**config.mk**
```make
export PLATFORM = sky130hd
export DESIGN_NAME = mmio_io_ctrl_flat
export DESIGN_NICKNAME = d
export VERILOG_FILES = /design/src/rtl/mmio_io_ctrl_if.sv /design/src/rtl/mmio_io_ctrl.sv /design/src/flat_wrapper.sv
export SDC_FILE = /design/constraint.sdc
export NUM_CORES = 1
export LEC_CHECK = 0
export ABC_AREA = 1
export BUFFER_PORTS_ARGS = -buffer_cell sky130_fd_sc_hd__buf_2
export CAP_MARGIN = 10
export CORE_ASPECT_RATIO = 0.6
export CORE_MARGIN = 10
export CORE_UTILIZATION = 41
export CTS_BUF_LIST = sky130_fd_sc_hd__clkbuf_16
export DETAILED_ROUTE_END_ITERATION = 10
export HOLD_SLACK_MARGIN = 0.1
export MAX_ROUTING_LAYER = met4
export PLACE_DENSITY = 0.67
export SYNTH_ARGS = -nofsm -noshare
export SYNTH_HDL_FRONTEND = slang
export SYNTH_SLANG_ARGS = --single-unit
export TNS_END_PERCENT = 10
```
**constraint.sdc**
```tcl
create_clock -name clk -period 3.02 [get_ports clk]
set_input_delay 0.151 -clock clk [delete_from_list [all_inputs] [get_ports clk]]
set_output_delay 0.151 -clock clk [all_outputs]
set_load 0.05 [all_outputs]
```
**src/rtl/mmio_io_ctrl_if.sv**
```systemverilog
// rtl/mmio_io_ctrl_if.sv - MEM-stage IO bus between the core and the MMIO peripheral block
interface mmio_io_ctrl_if;
  logic        io_ce_i;
  logic        io_we_i;
  logic [31:0] io_addr_i;
  logic [31:0] io_data_i;
  logic [31:0] io_data_o;

  modport master (
    output io_ce_i, io_we_i, io_addr_i, io_data_i,
    input  io_data_o
  );

  modport slave (
    input  io_ce_i, io_we_i, io_addr_i, io_data_i,
    output io_data_o
  );
endinterface

```
**src/rtl/mmio_io_ctrl.sv**
```systemverilog
// rtl/mmio_io_ctrl.sv - MMIO block: LED, switch sync, timer, optional UART TX with FIFO (IO_UART_EN)
module mmio_io_ctrl #(
  parameter int CLK_HZ     = 50_000_000,
  parameter int BAUD       = 115200,
  parameter int FIFO_DEPTH = 4,
  parameter int LED_W      = 16,
  parameter int SW_W       = 16
) (
  input  logic              clk,
  input  logic              rst_n,
  mmio_io_ctrl_if.slave     io,
  input  logic [SW_W-1:0]   sw_i,
  output logic [LED_W-1:0]  led_o,
  output logic              uart_tx_o
);

  localparam logic [2:0] A_LED   = 3'd1;
  localparam logic [2:0] A_SW    = 3'd2;
  localparam logic [2:0] A_TIMER = 3'd3;

  logic [2:0]      sel;
  logic            wr;
  logic            rd;
  logic [LED_W-1:0] led_q;
  logic [SW_W-1:0]  sw_meta;
  logic [SW_W-1:0]  sw_sync;
  logic [31:0]      timer_q;
  logic [31:0]      rdata;

  assign sel = io.io_addr_i[4:2];
  assign wr  = io.io_ce_i & io.io_we_i;
  assign rd  = io.io_ce_i & ~io.io_we_i;

  logic unused_addr;
  assign unused_addr = ^{io.io_addr_i[31:5], io.io_addr_i[1:0]};

  always_ff @(posedge clk or negedge rst_n) begin
    if (!rst_n) begin
      led_q   <= '0;
      sw_meta <= '0;
      sw_sync <= '0;
      timer_q <= '0;
    end else begin
      if (wr && sel == A_LED) led_q <= io.io_data_i[LED_W-1:0];
      sw_meta <= sw_i;
      sw_sync <= sw_meta;
      // A write on the same edge wins over the free-running increment
      if (wr && sel == A_TIMER) timer_q <= io.io_data_i;
      else                      timer_q <= timer_q + 32'd1;
    end
  end

  assign led_o = led_q;

`ifdef IO_UART_EN
  localparam logic [2:0] A_TXD  = 3'd4;
  localparam logic [2:0] A_STAT = 3'd5;
  localparam int DIV  = CLK_HZ / BAUD;
  localparam int DW   = (DIV > 2) ? $clog2(DIV) : 1;
  localparam int AW   = $clog2(FIFO_DEPTH);
  localparam logic [DW-1:0] DIV_LAST = DW'(DIV - 1);

  typedef enum logic [1:0] {S_IDLE, S_START, S_DATA, S_STOP} state_t;

  logic [7:0]    fifo_mem [FIFO_DEPTH];
  logic [AW:0]   wr_ptr, rd_ptr;
  logic          empty, full, push, drop, pop, busy;
  logic          overflow_q;
  state_t        state_q, state_n;
  logic [7:0]    sh_q, sh_n;
  logic [2:0]    bit_q, bit_n;
  logic [DW-1:0] div_q, div_n;
  logic          tx_q, tx_n;

  assign empty = (wr_ptr == rd_ptr);
  assign full  = (wr_ptr[AW] != rd_ptr[AW]) && (wr_ptr[AW-1:0] == rd_ptr[AW-1:0]);
  // Push is judged against the pre-edge full flag even if a pop happens on the same edge
  assign push  = wr && (sel == A_TXD) && !full;
  assign drop  = wr && (sel == A_TXD) && full;
  assign busy  = (state_q != S_IDLE);

  always_ff @(posedge clk) begin
    if (push) fifo_mem[wr_ptr[AW-1:0]] <= io.io_data_i[7:0];
  end

  always_ff @(posedge clk or negedge rst_n) begin
    if (!rst_n) begin
      wr_ptr     <= '0;
      rd_ptr     <= '0;
      overflow_q <= 1'b0;
      state_q    <= S_IDLE;
      sh_q       <= '0;
      bit_q      <= '0;
      div_q      <= '0;
      tx_q       <= 1'b1;
    end else begin
      if (push) wr_ptr <= wr_ptr + 1'b1;
      if (pop)  rd_ptr <= rd_ptr + 1'b1;
      if (drop) overflow_q <= 1'b1;
      else if (wr && sel == A_STAT && io.io_data_i[3]) overflow_q <= 1'b0;
      state_q <= state_n;
      sh_q    <= sh_n;
      bit_q   <= bit_n;
      div_q   <= div_n;
      tx_q    <= tx_n;
    end
  end

  always_comb begin
    state_n = state_q;
    sh_n    = sh_q;
    bit_n   = bit_q;
    div_n   = div_q;
    tx_n    = tx_q;
    pop     = 1'b0;
    case (state_q)
      S_IDLE: begin
        if (!empty) begin
          pop     = 1'b1;
          sh_n    = fifo_mem[rd_ptr[AW-1:0]];
          div_n   = '0;
          tx_n    = 1'b0;
          state_n = S_START;
        end
      end
      S_START: begin
        if (div_q == DIV_LAST) begin
          div_n   = '0;
          bit_n   = '0;
          tx_n    = sh_q[0];
          state_n = S_DATA;
        end else begin
          div_n = div_q + 1'b1;
        end
      end
      S_DATA: begin
        if (div_q == DIV_LAST) begin
          div_n = '0;
          if (bit_q == 3'd7) begin
            tx_n    = 1'b1;
            state_n = S_STOP;
          end else begin
            bit_n = bit_q + 3'd1;
            sh_n  = {1'b0, sh_q[7:1]};
            tx_n  = sh_q[1];
          end
        end else begin
          div_n = div_q + 1'b1;
        end
      end
      S_STOP: begin
        if (div_q == DIV_LAST) begin
          div_n   = '0;
          state_n = S_IDLE;
        end else begin
          div_n = div_q + 1'b1;
        end
      end
      default: state_n = S_IDLE;
    endcase
  end

  assign uart_tx_o = tx_q;
`else
  localparam int unused_cfg = CLK_HZ + BAUD + FIFO_DEPTH;
  assign uart_tx_o = 1'b1;
`endif

  always_comb begin
    rdata = '0;
    if (rd) begin
      case (sel)
        A_LED:   rdata = 32'(led_q);
        A_SW:    rdata = 32'(sw_sync);
        A_TIMER: rdata = timer_q;
`ifdef IO_UART_EN
        A_STAT:  rdata = {28'b0, overflow_q, busy, full, empty};
`endif
        default: rdata = '0;
      endcase
    end
  end

  assign io.io_data_o = rdata;

endmodule
```
**src/flat_wrapper.sv**
```systemverilog
// flat-port wrapper written by rule: the top's interface ports become plain ports
module mmio_io_ctrl_flat 
#(
  parameter int CLK_HZ     = 50_000_000,
  parameter int BAUD       = 115200,
  parameter int FIFO_DEPTH = 4,
  parameter int LED_W      = 16,
  parameter int SW_W       = 16
)
  (clk, rst_n, sw_i, led_o, uart_tx_o, io_io_ce_i, io_io_we_i, io_io_addr_i, io_io_data_i, io_io_data_o);
  mmio_io_ctrl_if io_i ();
  input  logic clk;
  input  logic rst_n;
  input  logic [SW_W-1:0] sw_i;
  output logic [LED_W-1:0] led_o;
  output logic uart_tx_o;
  input wire logic [$bits(io_i.io_ce_i)-1:0] io_io_ce_i;
  input wire logic [$bits(io_i.io_we_i)-1:0] io_io_we_i;
  input wire logic [$bits(io_i.io_addr_i)-1:0] io_io_addr_i;
  input wire logic [$bits(io_i.io_data_i)-1:0] io_io_data_i;
  output wire logic [$bits(io_i.io_data_o)-1:0] io_io_data_o;
  assign io_i.io_ce_i = io_io_ce_i;
  assign io_i.io_we_i = io_io_we_i;
  assign io_i.io_addr_i = io_io_addr_i;
  assign io_i.io_data_i = io_io_data_i;
  assign io_io_data_o = io_i.io_data_o;
  mmio_io_ctrl #(.CLK_HZ(CLK_HZ), .BAUD(BAUD), .FIFO_DEPTH(FIFO_DEPTH), .LED_W(LED_W), .SW_W(SW_W)) u_core (.clk(clk), .rst_n(rst_n), .io(io_i), .sw_i(sw_i), .led_o(led_o), .uart_tx_o(uart_tx_o));
endmodule
```
==> results of run 1 <==
routing by layer:
metal	up-vias	wire, um
met5	-	0
met4	0	144
met3	12	677
met2	124	5177
met1	1799	6113
li1	1940	-
sequential cells by signal (all words and copies together), names as in the netlist:
register        cells
u_core.led_o       16
u_core.sw_meta     16
u_core.sw_sync     16
u_core.timer_q     32
critical path: stages:
cell	delay [ns]
buf_2	0.13
nor3_4	0.66
nand2_1	0.11
o211ai_1	0.13
nand2_1	0.07
inv_1	0.06
buf_2	0.26
per-stage QoR:
step	cell area [sq um]	power, mW	setup slack [ns]
detailed placement	4683	2.253	1.253
global route	5459	3.560	1.100
CTS	5459	3.400	1.322
global placement	4683	2.222	1.280
finish	5459	3.387	1.305
floorplan	4056	1.994	1.127
what timing repair did:
action | 4_1_cts | 5_1_grt
buffers inserted | 0 | 0
hold buffers | 48 | 0
hold endpoints to repair | 138 | 0
gates resized for setup | 0 | 0
kinds of logic (layout without fill, tap and decap cells):
family	count (synthesis)	count (layout)	share of synthesized area
simple gates	313	313	0.3304
buf+inv	87	240	0.08575
xor+xnor	10	10	0.02159
compound gates	42	42	0.06477
flops	80	80	0.4935
fa+ha+maj	1	1	0.003084
other cells	1	1	0.0009245
synth_stat cells:
master,instances,area [sq um]
nand2_1,205,769.5
or2_2,1,6.260
nor2_2,6,37.54
conb_1,1,3.750
inv_1,67,251.5
nor2_4,6,67.56
nand3_2,2,20.02
clkbuf_1,4,15.01
buf_2,11,55.05
nand3_1,42,210.2
o21bai_1,2,15.01
o21ai_2,6,52.55
buf_4,2,15.01
dfrtp_1,80,2002
ha_1,1,12.51
o21ai_1,14,70.07
nor3_4,1,16.27
o21ai_0,10,50.05
xor2_1,10,87.58
nand2_2,2,12.51
nor2_1,32,120.1
o211ai_1,4,30.03
inv_2,3,11.26
nor3_1,16,80.08
a22oi_1,6,45.04
cell type report:
class | instances | share of cell area
clock inverter | 7 | 0.01284
clock buffer | 9 | 0.04126
tap | 135 | 0.03094
sequential | 80 | 0.3667
timing repair buffer | 154 | 0.1875
multi-input combinational | 367 | 0.3126
inverter | 70 | 0.04813
worst paths after layout:
check | depth (start not counted) | slack (ns) | startpoint | end
max in group asynchronous | 2 | 1.84 | rst_n | u_core.timer_q[29]
min in group asynchronous | 2 | 0.53 | rst_n | u_core.led_o[0]
worst min register to register | 0 | 0.35 | u_core.sw_meta[9] | u_core.sw_sync[9]
worst max register to register | 8 | 1.34 | u_core.timer_q[1] | u_core.timer_q[22]
worst max-delay path | 7 | 1.30 | io_io_addr_i[3] | io_io_data_o[3]
worst min-delay path | 3 | 0.13 | io_io_data_i[2] | u_core.led_o[2]
power breakdown:
group	leakage (nW)	switching, mW	internal, mW	total, mW
Sequential	0.975	0.193	1.27	1.46
Combinational	1.75	0.554	0.280	0.834
Clock	0.147	0.454	0.640	1.09
Total	2.87	1.20	2.19	3.39
==> results by group, run 1 <==
Outcome
  – Status: complete, no violations

Worst setup path
  – Worst Setup Path Type: in -> out
  – CP Data Arrival Time: 1.56 ns
  – Crit end category: output pin
  – Largest fanout on the critical path: 17
  – CP required: 2.87 ns
  – Crit path launch type: input pin

Clocking
  – Clock latency at the later pin of the worst-skew pair: 0.34 ns
  – CTS Buffer Depth: 2
  – Clk slew on worst S/H paths: 0.06 ns
  – TritonCTS clock tree: yes
  – Max H-tree Level: 3
  – Clk Tree Root Cell: clkbuf_16
  – CTS Buf Count: 9
  – CTS sink count: 80

Route
  – DRT iter0 DRCs: 253
  – Final ANT Viol Nets: 0
  – WL final: 12110 um
  – Vias/cell: 4.714
  – DRC: 0
  – DR vias: 3875
  – Pre-Repair DR Iteration Count: 5
  – WL/cell: 14.73 um

Global routing
  – Largest net degree at the start of global routing: 81
  – Met3 Usage GRT: 0.05070
  – Wire length of the first global-routing pass: 19560 um
  – Overall Global Routing Usage: 0.1721
  – Initial antenna violation count: 0
  – Vias in the first global route: 3830
  – GR Overflow Total: 0
  – Met1 GRT Util: 0.2356
  – Busiest grt layer: met2
  – Met2 Usage GRT: 0.2434

Worst hold path
  – Min-delay worst type: in -> reg

Die
  – Die area: 0.01440 sq mm
  – Boundary Pins: 133
  – Core Area: 0.009739 sq mm
  – Die H: 97.05 um
  – Die extent in x: 148.4 um
  – Rows: 28
  – Initial Utilization: 0.4165

Yosys
  – Net Count, Synth: 619
  – Yosys warning count: 0
  – Post-Syn Instances: 534
  – Area of the mapped netlist: 0.004056 sq mm
  – Yosys cell types: 25
  – Sequential cell area fraction in the yosys report: 0.4935
  – Yosys reg bits: 80
  – Syn_area_per_cell: 7.596 sq um

Final layout
  – Most frequent cells in the layout: nand2_1 (205), buf_2 (101), dfrtp_1 (80)
  – Commonest non-fill, non-tap cell in the layout: nand2_1
  – Area of the multi-input gates: 0.001707 sq mm
  – Finished Core Util: 0.5605
  – Layout cells sized above 1: 0.2154
  – Final nets: 767
  – Fin cells: 822
  – Fillers: 911
  – Number of diodes: 0
  – Register Area: 0.002002 sq mm
  – Synth-to-layout area growth: 34.58%

STA
  – Max-slew violation count: 0
  – Final min period: 1.715 ns
  – Unrepaired setup endpoints after global routing: no
  – Rel. slew slack: 0.3293
  – Final period util: 0.5679
  – Hold Vio Cnt, Final: 0
  – Fmax: 0.5831 GHz
  – Final number of setup-violating endpoints: 0
  – Fin Hold WS: 0.1251 ns
  – Measured slew at the worst slew-check pin: 1.006 ns
  – Clock skew: 0.004369 ns
  – Fin Setup TNS: 0 ns

Placement
  – RePlAce Congestion: 0.9709
  – Post-DP HPWL: 8698 um
  – Placed insts: 758
  – IO Port Bufs: 102

Power
  – Pwr Density: 620.4 mW/mm^2
  – Static leakage: 2.869 nW
  – Max VDD drop: 0.3540 mV

Job
  – Max Cap Viol: 0
Power figures use the tool's default switching activity.
==> run 2: changes to the inputs <==
Settings changed: PLACE_DENSITY 0.67 to 0.69.
Clock period 3.02 ns to 1.5 ns, I/O delays scaled along.
==> run 2 against run 1 <==
- count of clock-buffer cells in the layout did not move
- routed wire length rose by 1.4%
- sequential share of layout area fell by 1.7 points
- critical path depth rose by 2
- critical endpoint is now u_core.timer_q[28]
- global-route usage rose by 0.61 points
==> results by group, run 2 (synthesis gave the netlist of run 1 again) <==
STA
  – Hold Vio Cnt, Final: 0
  – Unrepaired setup endpoints after global routing: yes
  – Final period util: 0.9892
  – Max-slew violation count: 0
  – Measured slew at the worst slew-check pin: 0.5606 ns
  – Setup slack after layout: 0.01615 ns
  – Fmax: 0.6739 GHz
  – Rel. slew slack: 0.6257
  – Final number of setup-violating endpoints: 0
  – Fin Setup TNS: 0 ns
  – Clock skew: 0.006515 ns
  – Final min period: 1.484 ns

Clocking
  – Clk slew on worst S/H paths: 0.06 ns
  – Max H-tree Level: 3
  – Clk Tree Root Cell: clkbuf_16
  – TritonCTS clock tree: yes
  – CTS Buffer Depth: 2
  – CTS sink count: 80
  – Clock latency at the later pin of the worst-skew pair: 0.34 ns
  – CTS Buf Count: 9

Worst setup path
  – Family with the most delay on the worst path: simple AND/OR/NAND/NOR gates
  – R2r setup slk: 0.02 ns
  – CP required: 1.78 ns
  – Slowest stage delay, CP: 0.38 ns
  – Worst Setup Path Type: reg -> reg
  – R2r endpoint: u_core.timer_q[28]
  – Reg-to-Reg Start: u_core.timer_q[1]
  – WP buf/inv: 0
  – Crit path launch type: flop
  – R2r worst-path depth: 9
  – Largest fanout on the critical path: 5
  – CP max stage cell: dfrtp_1
  – CP Cell Sequence: ha_2, nand2_2, nor2_4, nand2_4, nor2_4, nand2_1, nand2_1, nand3_2, nand2_2
  – CP Data Arrival Time: 1.76 ns
  – Crit end category: flop

Power
  – Sequential power share: 0.422
  – Gate power share: 0.270
  – Static leakage: 2.984 nW
  – Max VDD drop: 0.5853 mV
  – Sw Pwr: 2.438 mW
  – Net Sw Frac: 0.3515
  – Internal power: 4.498 mW
  – Power Total: 6.937 mW
  – Pwr Density: 1210 mW/mm^2
  – Power share of the clock group: 0.307

Global routing
  – Vias in the first global route: 4018
  – Wire length of the first global-routing pass: 20470 um
  – Initial antenna violation count: 0
  – GR Overflow Total: 0
  – Overall Global Routing Usage: 0.1782
  – Largest net degree at the start of global routing: 52

Die
  – Die area: 0.01440 sq mm
  – Die H: 97.05 um
  – Initial Utilization: 0.4165
  – Core Area: 0.009739 sq mm
  – Die extent in x: 148.4 um
  – Rows: 28
  – Boundary Pins: 133

Placement
  – Post-place setup slack: -0.01805 ns
  – RePlAce Congestion: 0.9376
  – Placed Area: 0.004813 sq mm
  – Post-DP HPWL: 8999 um
  – IO Port Bufs: 102

Route
  – Met3 WL: 720 um
  – Highest Signal Layer: met4
  – Routed wl met2: 5262 um
  – DRC: 0
  – Final ANT Viol Nets: 0
  – Met1 WL: 6222 um
  – DR vias: 3979
  – WL final: 12290 um
  – Vias/cell: 4.737
  – WL/cell: 14.63 um
  – Pre-Repair DR Iteration Count: 5
  – DRT iter0 DRCs: 292

Final layout
  – Fillers: 904
  – Synth-to-layout area growth: 41.30%
  – Fin area: 0.005732 sq mm
  – Reg with most FFs: u_core.timer_q
  – Final nets: 785
  – Max FFs per register: 32
  – Layout cells sized above 1: 0.2553
  – Finished Core Util: 0.5885
  – Number of diodes: 0
  – Commonest non-fill, non-tap cell in the layout: nand2_1
  – Most frequent cells in the layout: nand2_1 (200), buf_2 (95), dfrtp_1 (78)

Job
  – Max Cap Viol: 0

Worst hold path
  – Hold Path Sink: u_core.timer_q[5]
  – Min-Delay Path Depth: 5
  – Min-delay worst type: in -> reg
  – Worst Min Path Start: io_io_ce_i

Outcome
  – Status: complete, no violations
## run 2: power groups by stage
| stage | clock (mW) | combinational, mW | sequential [mW] |
|---|---|---|---|
| after floorplan | 0 | 0.851 | 3.16 |
| after global placement | 0 | 1.57 | 2.94 |
| after detailed placement | 0 | 1.61 | 2.96 |
| after CTS | 2.18 | 1.72 | 2.92 |
| after global routing | 2.26 | 2.07 | 2.98 |
| final | 2.13 | 1.88 | 2.93 |
## run 2: routing by layer
layer  global-route usage  up-vias
met3              0.04744        8
met2               0.2537      115
li1                     -     1979
met4              0.04476        0
met5                    -        -
met1               0.2451     1877
## run 2: final cells by class
cell class              count  area [sq um]  area share
repair buffers            172          1229      0.2144
flip-flops and latches     80          2004      0.3497
clock inverters             7         63.81     0.01113
clock buffers               9         225.2     0.03929
multi-input cells         367          1774      0.3095
well taps                 135         168.9     0.02947
inverters                  70         266.5     0.04650
## run 2: repair_timing
action                                 4_1_cts  5_1_grt
setup buffers                                0        6
pin swaps                                    0       10
endpoints found under the hold margin      144        0
gates resized for setup                      1       31
hold buffers                                50        0
setup endpoints to repair                   10       35
## run 2: how the worst max path moves through the flow
stage	cells after the start	start	end
floorplan	5	io_io_ce_i	io_io_data_o[21]
global placement	8	u_core.timer_q[1]	u_core.timer_q[10]
detailed placement	8	u_core.timer_q[1]	u_core.timer_q[30]
CTS	8	u_core.timer_q[1]	u_core.timer_q[10]
global route	8	u_core.timer_q[1]	u_core.timer_q[14]
finish	9	u_core.timer_q[1]	u_core.timer_q[28]
## run 2: worst reg2reg max path, cell delays in order (launching register included)
cell,delay [ns]
dfrtp_1,0.38
ha_2,0.20
nand2_2,0.07
nor2_4,0.18
nand2_4,0.12
nor2_4,0.16
nand2_1,0.07
nand2_1,0.09
nand3_2,0.07
nand2_2,0.09
## run 2: stage by stage
stage,cells,hold WS [ns]
after floorplan,534,-0.2206
after global placement,768,-0.1220
after detailed placement,768,-0.1209
after CTS,834,0.2057
after global routing,840,0.2381
final,840,0.2087
